File: src/rtl/pipe_stage_reg_pkg.sv
// Shared pipeline-stage definitions: occupancy state encoding and the default NOP payload.
package pipe_stage_reg_pkg;
  typedef enum logic [1:0] {
    ST_EMPTY = 2'd0,
    ST_HEAD  = 2'd1,
    ST_FULL  = 2'd2
  } state_e;

  localparam int unsigned PSR_DATA_W = 96;
  localparam int unsigned PSR_INT_W  = 2;
  localparam logic [PSR_DATA_W-1:0] NOP_BUBBLE = '0;
endpackage

File: src/rtl/pipe_stage_reg_dff.sv
// Generic enable register with asynchronous active-low reset to a parameterised value.
module pipe_stage_reg_dff #(
  parameter int unsigned    W       = 1,
  parameter logic [W-1:0]   RST_VAL = '0
) (
  input  logic         clk,
  input  logic         rst,
  input  logic         en,
  input  logic [W-1:0] d,
  output logic [W-1:0] q
);
  always_ff @(posedge clk or negedge rst) begin
    if (!rst)    q <= RST_VAL;
    else if (en) q <= d;
  end
endmodule

File: src/rtl/pipe_stage_reg.sv
// Valid/ready pipeline stage register with optional 2-entry skid buffer, stall (lock) and flush.
module pipe_stage_reg
  import pipe_stage_reg_pkg::*;
#(
  parameter int unsigned        DATA_W  = PSR_DATA_W,
  parameter int unsigned        INT_W   = PSR_INT_W,
  parameter logic [DATA_W-1:0]  BUBBLE  = DATA_W'(NOP_BUBBLE),
  parameter bit                 SKID_EN = 1'b1
) (
  input  logic              clk,
  input  logic              rst,
  input  logic              lock,
  input  logic              flush,
  input  logic              in_valid,
  output logic              in_ready,
  input  logic [DATA_W-1:0] in_data,
  input  logic              in_int,
  input  logic [INT_W-1:0]  in_int_num,
  output logic              out_valid,
  input  logic              out_ready,
  output logic [DATA_W-1:0] out_data,
  output logic              out_int,
  output logic [INT_W-1:0]  out_int_num,
  output logic [1:0]        count
);
  localparam int unsigned   BW         = DATA_W + 1 + INT_W;
  localparam logic [BW-1:0] EMPTY_BEAT = {BUBBLE, 1'b0, {INT_W{1'b0}}};

  state_e        state_q, state_d;
  logic          alive_q;
  logic [BW-1:0] in_beat, main_q, main_d, skid_q, skid_d;
  logic          main_en, skid_en;
  logic          in_fire, out_fire;

  assign in_beat   = {in_data, in_int, in_int_num};
  assign out_valid = (state_q != ST_EMPTY);
  assign {out_data, out_int, out_int_num} = main_q;
  assign count     = state_q;

  // alive_q holds in_ready low until the first edge after reset release.
  generate
    if (SKID_EN) begin : g_skid_rdy
      assign in_ready = alive_q & ~lock & ~flush & (state_q != ST_FULL);
    end else begin : g_pass_rdy
      assign in_ready = alive_q & ~lock & ~flush & (~out_valid | out_ready);
    end
  endgenerate

  assign in_fire  = in_valid & in_ready;
  assign out_fire = out_valid & out_ready & ~lock;

  always_ff @(posedge clk or negedge rst) begin
    if (!rst) begin
      state_q <= ST_EMPTY;
      alive_q <= 1'b0;
    end else begin
      state_q <= state_d;
      alive_q <= 1'b1;
    end
  end

  always_comb begin
    state_d = state_q;
    main_en = 1'b0;
    main_d  = in_beat;
    skid_en = 1'b0;
    skid_d  = in_beat;
    if (flush) begin
      state_d = ST_EMPTY;
      main_en = 1'b1;
      main_d  = EMPTY_BEAT;
      skid_en = 1'b1;
      skid_d  = EMPTY_BEAT;
    end else begin
      unique case (state_q)
        ST_EMPTY: if (in_fire) begin
          state_d = ST_HEAD;
          main_en = 1'b1;
        end
        ST_HEAD: begin
          if (in_fire && !out_fire) begin
            state_d = ST_FULL;
            skid_en = 1'b1;
          end else if (in_fire && out_fire) begin
            main_en = 1'b1;
          end else if (out_fire) begin
            state_d = ST_EMPTY;
            main_en = 1'b1;
            main_d  = EMPTY_BEAT;
          end
        end
        ST_FULL: if (out_fire) begin
          state_d = ST_HEAD;
          main_en = 1'b1;
          main_d  = skid_q;
          skid_en = 1'b1;
          skid_d  = EMPTY_BEAT;
        end
        default: state_d = ST_EMPTY;
      endcase
    end
  end

  pipe_stage_reg_dff #(.W(BW), .RST_VAL(EMPTY_BEAT)) u_main (
    .clk (clk),
    .rst (rst),
    .en  (main_en),
    .d   (main_d),
    .q   (main_q)
  );

  // Without a skid buffer the skid register is never written and folds to a constant.
  pipe_stage_reg_dff #(.W(BW), .RST_VAL(EMPTY_BEAT)) u_skid (
    .clk (clk),
    .rst (rst),
    .en  (skid_en & SKID_EN),
    .d   (skid_d),
    .q   (skid_q)
  );
endmodule

File: config.mk
export PLATFORM = sky130hd
export DESIGN_NAME = pipe_stage_reg
export DESIGN_NICKNAME = d
export VERILOG_FILES = /design/src/rtl/pipe_stage_reg_pkg.sv /design/src/rtl/pipe_stage_reg_dff.sv /design/src/rtl/pipe_stage_reg.sv
export SDC_FILE = /design/constraint.sdc
export NUM_CORES = 1
export LEC_CHECK = 0
export ABC_AREA = 1
export BUFFER_PORTS_ARGS = -buffer_cell sky130_fd_sc_hd__buf_2
export CORE_ASPECT_RATIO = 1.2
export CORE_MARGIN = 3
export CORE_UTILIZATION = 50
export DETAILED_ROUTE_END_ITERATION = 8
export GPL_TIMING_DRIVEN = 0
export PLACE_DENSITY = 0.76
export SYNTH_ARGS = -nofsm -noshare
export SYNTH_HDL_FRONTEND = slang
export SYNTH_HIERARCHICAL = 1
export SYNTH_SLANG_ARGS = --single-unit
File: constraint.sdc
create_clock -name clk -period 2.25 [get_ports clk]
set_clock_uncertainty 0.2 [all_clocks]
set_input_delay 0.675 -clock clk [delete_from_list [all_inputs] [get_ports clk]]
set_output_delay 0.675 -clock clk [all_outputs]
set_load 0.02 [all_outputs]
==> flow_summary.yaml, run 1 <==
route:
  ant_nets: 0
  wl_per_cell_um: 15.8
  drcViolationCount: 0
  drt_iter0_drc: 1102
  viasPerCell: 5.30
  num_vias: 12601
  dr.pass1.iters: 5
  drt_wl_total_um: 37700
die:
  placeableCoreArea_mm2: 0.0227
  initial_utilization_pct: 51.4
  row_count: 60
  dieArea_mm2: 0.0252
  fp.dieW_um: 145
  io_pins: 208
  fp.dieH_um: 173
hold_path:
  holdCritPathClass: "input pin to asynchronous set/reset pin"
placement:
  place_inst: 2282
  gp_congestion: 0.890
  dp_hpwl_um: 23100
  pre_cts_ws_ps: -616
  placed_cell_area_mm2: 0.0132
  portBuffers: 207
finish:
  syn2layout_area_growth_pct: 34.8
  final_cell_mix: "nand2_1 (470), nor2_1 (300), buf_2 (238), inv_1 (200), dfrtp_1 (199)"
  layout.cells.non_filler: 2377
  fin_util_pct: 69.3
  final_common_cell: "nand2_1"
  final_area_mm2: 0.0157
  drive_gt1_share_pct: 27.0
  final_net_count: 2161
grt:
  grt_first_pass_wirelength_um: 57800
  grt_pass1_vias: 11825
  grt_max_degree: 112
  overflow: 0
  antenna_found_initial: 0
  grt_usage_pct: 27.2
logic_synthesis:
  ys_warn_count: 6
  avgSynthCellArea_um2: 6.60
  syn_area_mm2: 0.0116
  syn_nets: 1873
  syn_inst: 1764
  synth.distinct_cells: 22
  ys_seq_area_share_pct: 43.2
  ys_seq_elements: 201
cts:
  clk_latency_ps: 510
  cts-root-buf: "clkbuf_16"
  cts.clk_slew.worst_paths_ps: 60
  cts_tree: "built"
  htree_num_levels: 1
  clock_path_buffers: 3
  cts_sinks: 201
  numCtsBuffers: 22
  cts-hold-fix-buffers: 0
timing:
  fmax_ghz: 0.411
  final_max_slew_viol_count: 0
  slew_headroom_pct: 51.5
  finalSetupViolations: 200
  worstMarginPinSlew_ps: 727
  fin_crit_ps: 2440
  rsz0062_at_grt: "yes"
  hold_viol_final: 13
  whs_ps: -43.5
  postLayoutSetupSlackWorst_ps: -185
  period_share_pct: 108
worst_setup_path:
  r2r_cells: 15
  r2r_end: "u_main/q[55]$_DFFE_PN0P_"
  startpoint: "count[1]$_DFFE_PN0P_"
  crit_path_start_kind: "register"
  critPathArrivalTime_ps: 1560
  r2r_start: "count[1]$_DFFE_PN0P_"
  worstPathRequired_ps: 1370
  worstPathMaxFanout: 4
  end_kind: "output pin"
  r2r_slack_ps: -180
  critical_path_class: "register to output pin"
status:
  violations: "hold timing, setup timing"
  outcome: "finished, violations left"
power:
  power_mw: 13.9
  power.density_mw_per_mm2: 888
  p_leak_nw: 9.33
  ir_drop_uv: 511
job:
  max_cap_violations: 0
[stage by stage]
step	hold WS [ps]	setup TNS (ps)
floorplan	179	-187
finish	-43.5	-23560
detailed placement	253	-100100
global route	20.5	-43710
global placement	248	-732890
CTS	5.73	-10160
[report_power, final]
part | internal, mW | switching (mW) | leakage [nW] | total, mW
sequential | 4.40 | 0.575 | 2.64 | 4.98
combinational | 2.04 | 3.38 | 6.36 | 5.42
clock | 2.07 | 1.46 | 0.339 | 3.53
[critical path, cell delays in order, from the launching register on]
cell and delay [ps]:
dfrtp_2 440, buf_6 140, inv_4 60, ha_4 140, inv_4 50, buf_6 110, buf_6 120
[repair_timing]
| action | CTS | global route |
|---|---|---|
| endpoints found under the setup margin | 200 | 200 |
| gates cloned | 8 | 12 |
| pin swaps | 6 | 59 |
| gates resized for setup | 113 | 230 |
| setup buffers | 28 | 12 |
[synth_stat cells]
master    count  area [um2]
nand2_1     610        2290
nor2_1      304        1140
inv_1       202         758
dfrtp_1     201        5030
nand3_1     104         521
o21ai_1      99         495
o22ai_1      97         607
buf_2        74         370
clkbuf_1     19        71.3
buf_4        15         113
buf_1        13        48.8
buf_6         6        67.6
ha_1          4        50.1
inv_2         4        15.0
nand4_1       3        18.8
a21oi_1       2        10.0
inv_4         2        12.5
conb_1        1        3.75
nand2_2       1        6.26
nor4_1        1        6.26
o21ai_0       1        5.00
o21bai_1      1        7.51
[metal layers]
metal | GRT usage [%] | share of wire [%]
met1 | 35.4 | 40
met2 | 46.7 | 50
met4 | 9.30 | 3.0
met5 | 0 | 0
met3 | 3.85 | 7.7
[layout make-up]
class | instances | area (um2)
clock inverter | 4 | 45.0
clock buffer | 33 | 643
antenna | 2 | 5.00
timing repair buffer | 267 | 1950
multi-input combinational | 1228 | 5790
timing repair inverter | 1 | 30.0
sequential | 201 | 5030
fill | 1911 | 6970
buffer | 123 | 1000
inverter | 208 | 817
tap | 310 | 388
[cells by family after synthesis]
| kind of cell | Yosys count | share of synthesized area [%] |
|---|---|---|
| and+or+nand+nor | 1023 | 34.2 |
| buffers and inverters | 335 | 12.5 |
| DFF | 201 | 43.2 |
| AOI/OAI and AO/OA | 200 | 9.66 |
| adders and majority gates | 4 | 0.430 |
| other | 1 | 0.0322 |
[state kept, by name, indices dropped and copies added (netlist names)]
name,cells
u_main/q,99
alive_q,1
u_skid/q,99
count,2
[worst max path at each step]
stage | end | cells past startpoint | slack, ps
floorplan | u_skid/q[87]$_DFFE_PN0P_ | 13 | -10
global placement | count[0]$_DFFE_PN0P_ | 1 | -3540
detailed placement | u_skid/q[94]$_DFFE_PN0P_ | 13 | -620
CTS | in_ready | 3 | -260
global route | u_skid/q[31]$_DFFE_PN0P_ | 16 | -280
finish | out_valid | 6 | -190
Note: power is estimated with default switching activity, not from simulation.
==> inputs of run 2 (changes only) <==
--- a/config.mk
+++ b/config.mk
@@ -6,13 +6,13 @@
 export NUM_CORES = 1
 export LEC_CHECK = 0
 export ABC_AREA = 1
-export BUFFER_PORTS_ARGS = -buffer_cell sky130_fd_sc_hd__buf_2
 export CORE_ASPECT_RATIO = 1.2
 export CORE_MARGIN = 3
 export CORE_UTILIZATION = 50
 export DETAILED_ROUTE_END_ITERATION = 8
+export DONT_BUFFER_PORTS = 1
 export GPL_TIMING_DRIVEN = 0
-export PLACE_DENSITY = 0.76
+export PLACE_DENSITY = 0.68
 export SYNTH_ARGS = -nofsm -noshare
 export SYNTH_HDL_FRONTEND = slang
 export SYNTH_HIERARCHICAL = 1
==> run 2 against run 1 <==
The run still ends with hold timing, setup timing left. Core utilization decreased by 1.6 points. Fmax decreased by 8.9%. Hold slack got worse by 300 ps. Register-to-register slack worse by 240 ps. Flip-flop and latch count did not move.
==> flow_summary.yaml, run 2 (synthesis gave the netlist of run 1 again) <==
timing:
  whs_ps: -344
  slew_headroom_pct: 62.2
  finalSetupViolations: 200
  postLayoutSetupSlackWorst_ps: -422
  final_max_slew_viol_count: 0
  period_share_pct: 119
  fmax_ghz: 0.374
  fin_crit_ps: 2670
  rsz0062_at_grt: "yes"
  hold_viol_final: 201
  worstMarginPinSlew_ps: 568
die:
  placeableCoreArea_mm2: 0.0227
  initial_utilization_pct: 51.4
  row_count: 60
  fp.dieW_um: 145
  io_pins: 208
  fp.dieH_um: 173
  dieArea_mm2: 0.0252
route:
  drt_iter0_drc: 837
  wl_per_cell_um: 17.0
  num_vias: 11788
  drt_wl_total_um: 37200
  ant_nets: 0
  viasPerCell: 5.39
  drcViolationCount: 0
  dr.pass1.iters: 5
worst_setup_path:
  r2r_cells: 16
  crit_path_start_kind: "register"
  critical_path_class: "register to register"
  r2r_end: "u_skid/q[2]$_DFFE_PN0P_"
  r2r_start: "count[0]$_DFFE_PN0P_"
  critPathArrivalTime_ps: 2880
  r2r_slack_ps: -420
  worstPathRequired_ps: 2460
  worstPathMaxFanout: 8
  end_kind: "register"
grt:
  antenna_found_initial: 0
  grt_first_pass_wirelength_um: 60400
  grt_pass1_vias: 11645
  grt_max_degree: 202
  grt_usage_pct: 28.8
  overflow: 0
placement:
  placed_cell_area_mm2: 0.0121
  dp_hpwl_um: 22400
  place_inst: 2074
  gp_congestion: 0.898
  portBuffers: 0
cts:
  numCtsBuffers: 23
  cts-root-buf: "clkbuf_16"
  cts.clk_slew.worst_paths_ps: 60
  clock_path_buffers: 3
  htree_num_levels: 1
  cts_tree: "built"
  clk_latency_ps: 510
  cts_sinks: 201
finish:
  fin_util_pct: 67.7
  syn2layout_area_growth_pct: 31.7
  final_area_mm2: 0.0153
  antennaDiodeCount: 0
  final_cell_mix: "nand2_1 (391), nor2_1 (301), inv_1 (200), dfrtp_1 (199), nand2_2 (191)"
  final_common_cell: "nand2_1"
  layout.cells.non_filler: 2187
  final_net_count: 1971
  drive_gt1_share_pct: 23.9
power:
  ir_drop_uv: 628
  power.density_mw_per_mm2: 917
  p_leak_nw: 8.61
status:
  violations: "hold timing, setup timing"
  outcome: "finished, violations left"
hold_path:
  holdCritPathClass: "input pin to asynchronous set/reset pin"
job:
  max_cap_violations: 0
[run 2: worst max-delay path, cell delays in order (launching register included)]
cell     delay [ps]
dfrtp_2         520
inv_4            70
ha_4            180
buf_4           130
buf_4           150
nor2_4          110
nand3_2         140
nor2_4          150
nor2_4           50
a21oi_2         140
buf_6           170
buf_12          130
inv_16           50
buf_8           130
buf_4           140
nand2_2          50
nand2_1          50
[run 2: worst max-delay path by stage]
stage | from | end | cells past startpoint
3_5_place_dp | count[0]$_DFFE_PN0P_ | u_skid/q[92]$_DFFE_PN0P_ | 13
5_1_grt | count[0]$_DFFE_PN0P_ | u_skid/q[91]$_DFFE_PN0P_ | 17
4_1_cts | count[0]$_DFFE_PN0P_ | in_ready | 3
6_report | count[0]$_DFFE_PN0P_ | u_skid/q[2]$_DFFE_PN0P_ | 16
2_1_floorplan | count[0]$_DFFE_PN0P_ | u_skid/q[87]$_DFFE_PN0P_ | 13
3_3_place_gp | count[0]$_DFFE_PN0P_ | u_skid/q[92]$_DFFE_PN0P_ | 13
[run 2: power breakdown]
group | switching [mW] | total, mW | internal [mW]
logic | 2.78 | 4.89 | 2.10
registers | 1.19 | 5.59 | 4.40
clock network | 1.49 | 3.59 | 2.10
[run 2: metrics by stage]
step / power (mW) / setup WS, ps / TNS, ps
4_1_cts: 13.9 / -393 / -54210
5_1_grt: 14.8 / -489 / -83400
3_3_place_gp: 8.65 / -594 / -101150
6_report: 14.1 / -422 / -64760
3_5_place_dp: 8.72 / -599 / -100060
2_1_floorplan: 7.77 / -11.8 / -187
[run 2: layout make-up]
| cell class | count | area [um2] |
|---|---|---|
| timing repair inverter | 3 | 52.6 |
| clock inverter | 5 | 53.8 |
| clock buffer | 35 | 651 |
| timing repair buffer | 75 | 1380 |
| buffer | 122 | 1010 |
| fill | 1980 | 7330 |
| multi-input combinational | 1228 | 5940 |
| sequential | 201 | 5030 |
| tap | 310 | 388 |
| inverter | 208 | 836 |
[run 2: timing repair]
action | 4_1_cts | 5_1_grt
gates cloned | 33 | 0
endpoints found under the hold margin | 201 | 201
pin swaps | 100 | 22
setup endpoints to repair | 200 | 200
setup buffers | 44 | 7
gates resized for setup | 353 | 77
[run 2: metal layers]
metal | up-vias | share of wire, % | track usage (%)
met5 | - | 0 | 0
met1 | 5554 | 39 | 36.2
met2 | 515 | 49 | 48.8
met3 | 85 | 8.9 | 7.10
li1 | 5634 | - | -
met4 | 0 | 3.2 | 9.74
==> inputs of run 3 (changes only) <==
--- a/config.mk
+++ b/config.mk
@@ -6,13 +6,15 @@
 export NUM_CORES = 1
 export LEC_CHECK = 0
 export ABC_AREA = 1
+export CELL_PAD_IN_SITES_DETAIL_PLACEMENT = 1
+export CELL_PAD_IN_SITES_GLOBAL_PLACEMENT = 2
 export CORE_ASPECT_RATIO = 1.2
 export CORE_MARGIN = 3
-export CORE_UTILIZATION = 50
+export CORE_UTILIZATION = 31
 export DETAILED_ROUTE_END_ITERATION = 8
 export DONT_BUFFER_PORTS = 1
 export GPL_TIMING_DRIVEN = 0
-export PLACE_DENSITY = 0.68
+export PLACE_DENSITY_LB_ADDON = 0.1
 export SYNTH_ARGS = -nofsm -noshare
 export SYNTH_HDL_FRONTEND = slang
 export SYNTH_HIERARCHICAL = 1
==> run 3 against run 2 <==
The flow still finishes with violations (hold timing, setup timing). Clock power increased by 24%. Non-clock buffer count decreased by 1. Sequential share of layout area decreased by 1.4 points. Register-to-register slack about the same. Highest routed layer is now met5. Via count decreased by 1.8%. Combinational power increased by 5.3%. Largest cell class unchanged. Final area increased by 4.4%.
==> flow_summary.yaml, run 3 (synthesis gave the netlist of run 1 again) <==
hold_path:
  holdCritPathClass: "input pin to asynchronous set/reset pin"
worst_setup_path:
  r2r_slack_ps: -420
  worstPathRequired_ps: 2540
  end_kind: "register"
  crit_buf_inv: 10
  crit_path_start_kind: "register"
  crit_top_cell: "buf_6"
  critPathArrivalTime_ps: 2960
  crit_family: "buffers and inverters"
  crit_path_max_incr_delay_ps: 520
  worstPathMaxFanout: 5
  critical_path_class: "register to register"
  cp_cell_sequence: "inv_4 -> buf_6 -> ha_4 -> inv_8 -> nand4_1 -> buf_4 -> nand2_4 -> buf_8 -> nor2_4 -> a21oi_2 -> buf_6 -> buf_6 -> buf_12 -> buf_12 -> buf_8 -> nand2_2 -> nand2_1"
  crit_slowest_cell: "dfrtp_2"
finish:
  drive_gt1_share_pct: 26.6
  nFillCells: 4598
  fin_util_pct: 43.3
  final_area_mm2: 0.0160
  final_common_cell: "nand2_1"
  syn2layout_area_growth_pct: 37.5
  final_cell_mix: "nand2_1 (340), nor2_1 (300), nand2_2 (207), inv_1 (200), dfrtp_1 (199)"
  layout.cells.non_filler: 2355
  final_net_count: 1971
power:
  ir_drop_uv: 590
  switching_share_pct: 38.8
  p_int_mw: 9.33
  power.density_mw_per_mm2: 952
  power_frac_comb_pct: 33.8
  p_leak_nw: 8.92
  power_switching_mw: 5.91
  power_mw: 15.2
  pwr-share-seq_pct: 37.1
  clkPwrFrac_pct: 29.2
grt:
  grt_use_met2_pct: 39.1
  antenna_found_initial: 4
  overflow: 0
  grt_pass1_vias: 12224
  busiest_layer: "met2"
  grt.met3_usage_pct: 4.25
  grt_usage_pct: 22.2
  grt_max_degree: 202
  met1_usage_pct: 28.4
  grt_first_pass_wirelength_um: 70500
timing:
  fin_crit_ps: 2670
  rsz0062_at_grt: "yes"
  final_max_slew_viol_count: 0
  worstMarginPinSlew_ps: 641
  whs_ps: -371
  period_share_pct: 119
  hold_viol_final: 201
  slew_headroom_pct: 57.2
  fmax_ghz: 0.375
  postLayoutSetupSlackWorst_ps: -417
  finalSetupViolations: 200
cts:
  cts.clk_slew.worst_paths_ps: 60
  clk_latency_ps: 540
  cts-root-buf: "clkbuf_16"
  numCtsBuffers: 26
  clock_path_buffers: 3
  cts_sinks: 201
  cts_tree: "built"
  htree_num_levels: 1
die:
  row_count: 77
  fp.dieH_um: 218
  initial_utilization_pct: 31.5
  placeableCoreArea_mm2: 0.0370
  dieArea_mm2: 0.0399
  io_pins: 208
  fp.dieW_um: 183
placement:
  placed_cell_area_mm2: 0.0123
  dp_hpwl_um: 28300
  place_inst: 2238
  gp_congestion: 0.781
  portBuffers: 0
  pre_cts_ws_ps: -750
route:
  ant_nets: 0
  drt_iter0_drc: 472
  wl_per_cell_um: 19.1
  viasPerCell: 4.91
  drt_wl_total_um: 45000
  dr.pass1.iters: 4
  drcViolationCount: 0
  num_vias: 11573
status:
  violations: "hold timing, setup timing"
  outcome: "finished, violations left"
job:
  max_cap_violations: 0
[run 3: cell count changes in the layout (fill, tap and decap cells not counted), moves of 5 or more]
cell       change
nand2_2       +16
clkbuf_16     +10
nand2_4       +35
clkbuf_2       -5
nand2_1       -51
[run 3: through the flow]
stage,setup TNS [ps],hold slack [ps]
6_report,-65940,-371
5_1_grt,-97320,-406
4_1_cts,-58080,-400
3_5_place_dp,-132920,188
3_3_place_gp,-128410,188
2_1_floorplan,-187,179
[run 3: layout make-up]
cell class	instances	area (um2)	share of cell area (%)
repair buffers	74	1360	8.47
diodes	1	2.50	0.0156
flip-flops and latches	201	5030	31.4
repair inverters	1	20.0	0.125
inverters	208	825	5.15
well taps	474	593	3.70
multi-input cells	1228	6250	39.0
clock buffers	40	795	4.96
plain buffers	122	1040	6.49
clock inverters	6	105	0.656
[run 3: repair_timing]
item	in CTS	in global routing
hold endpoints to repair	201	201
gates resized for setup	393	144
setup buffers	40	7
setup endpoints to repair	200	202
cloned	28	6
pin swaps	74	59
[run 3: path summary, 6_finish.rpt]
kind | startpoint | to | cells after the start
worst max register to register | count[0]$_DFFE_PN0P_ | u_skid/q[38]$_DFFE_PN0P_ | 17
worst max-delay path | count[0]$_DFFE_PN0P_ | u_skid/q[38]$_DFFE_PN0P_ | 17
min in group clk | in_data[95] | u_skid/q[98]$_DFFE_PN0P_ | 4
max in group asynchronous | rst | u_main/q[41]$_DFFE_PN0P_ | 0
worst min register to register | u_skid/q[97]$_DFFE_PN0P_ | u_skid/q[97]$_DFFE_PN0P_ | 2
worst min-delay path | rst | u_main/q[86]$_DFFE_PN0P_ | 0
[run 3: routing by layer]
layer | vias up | part of all wire, %
met3 | 56 | 5.2
met5 | - | 0.060
met2 | 218 | 50
li1 | 5655 | -
met4 | 4 | 1.7
met1 | 5640 | 43
[run 3: power groups by stage]
stage | registers (mW) | clock network (mW) | logic [mW]
after floorplan | 5.36 | 0 | 2.41
after global placement | 5.54 | 0 | 3.38
after detailed placement | 5.56 | 0 | 3.43
after CTS | 5.60 | 4.59 | 4.91
after global routing | 5.77 | 4.76 | 5.66
final | 5.65 | 4.45 | 5.15
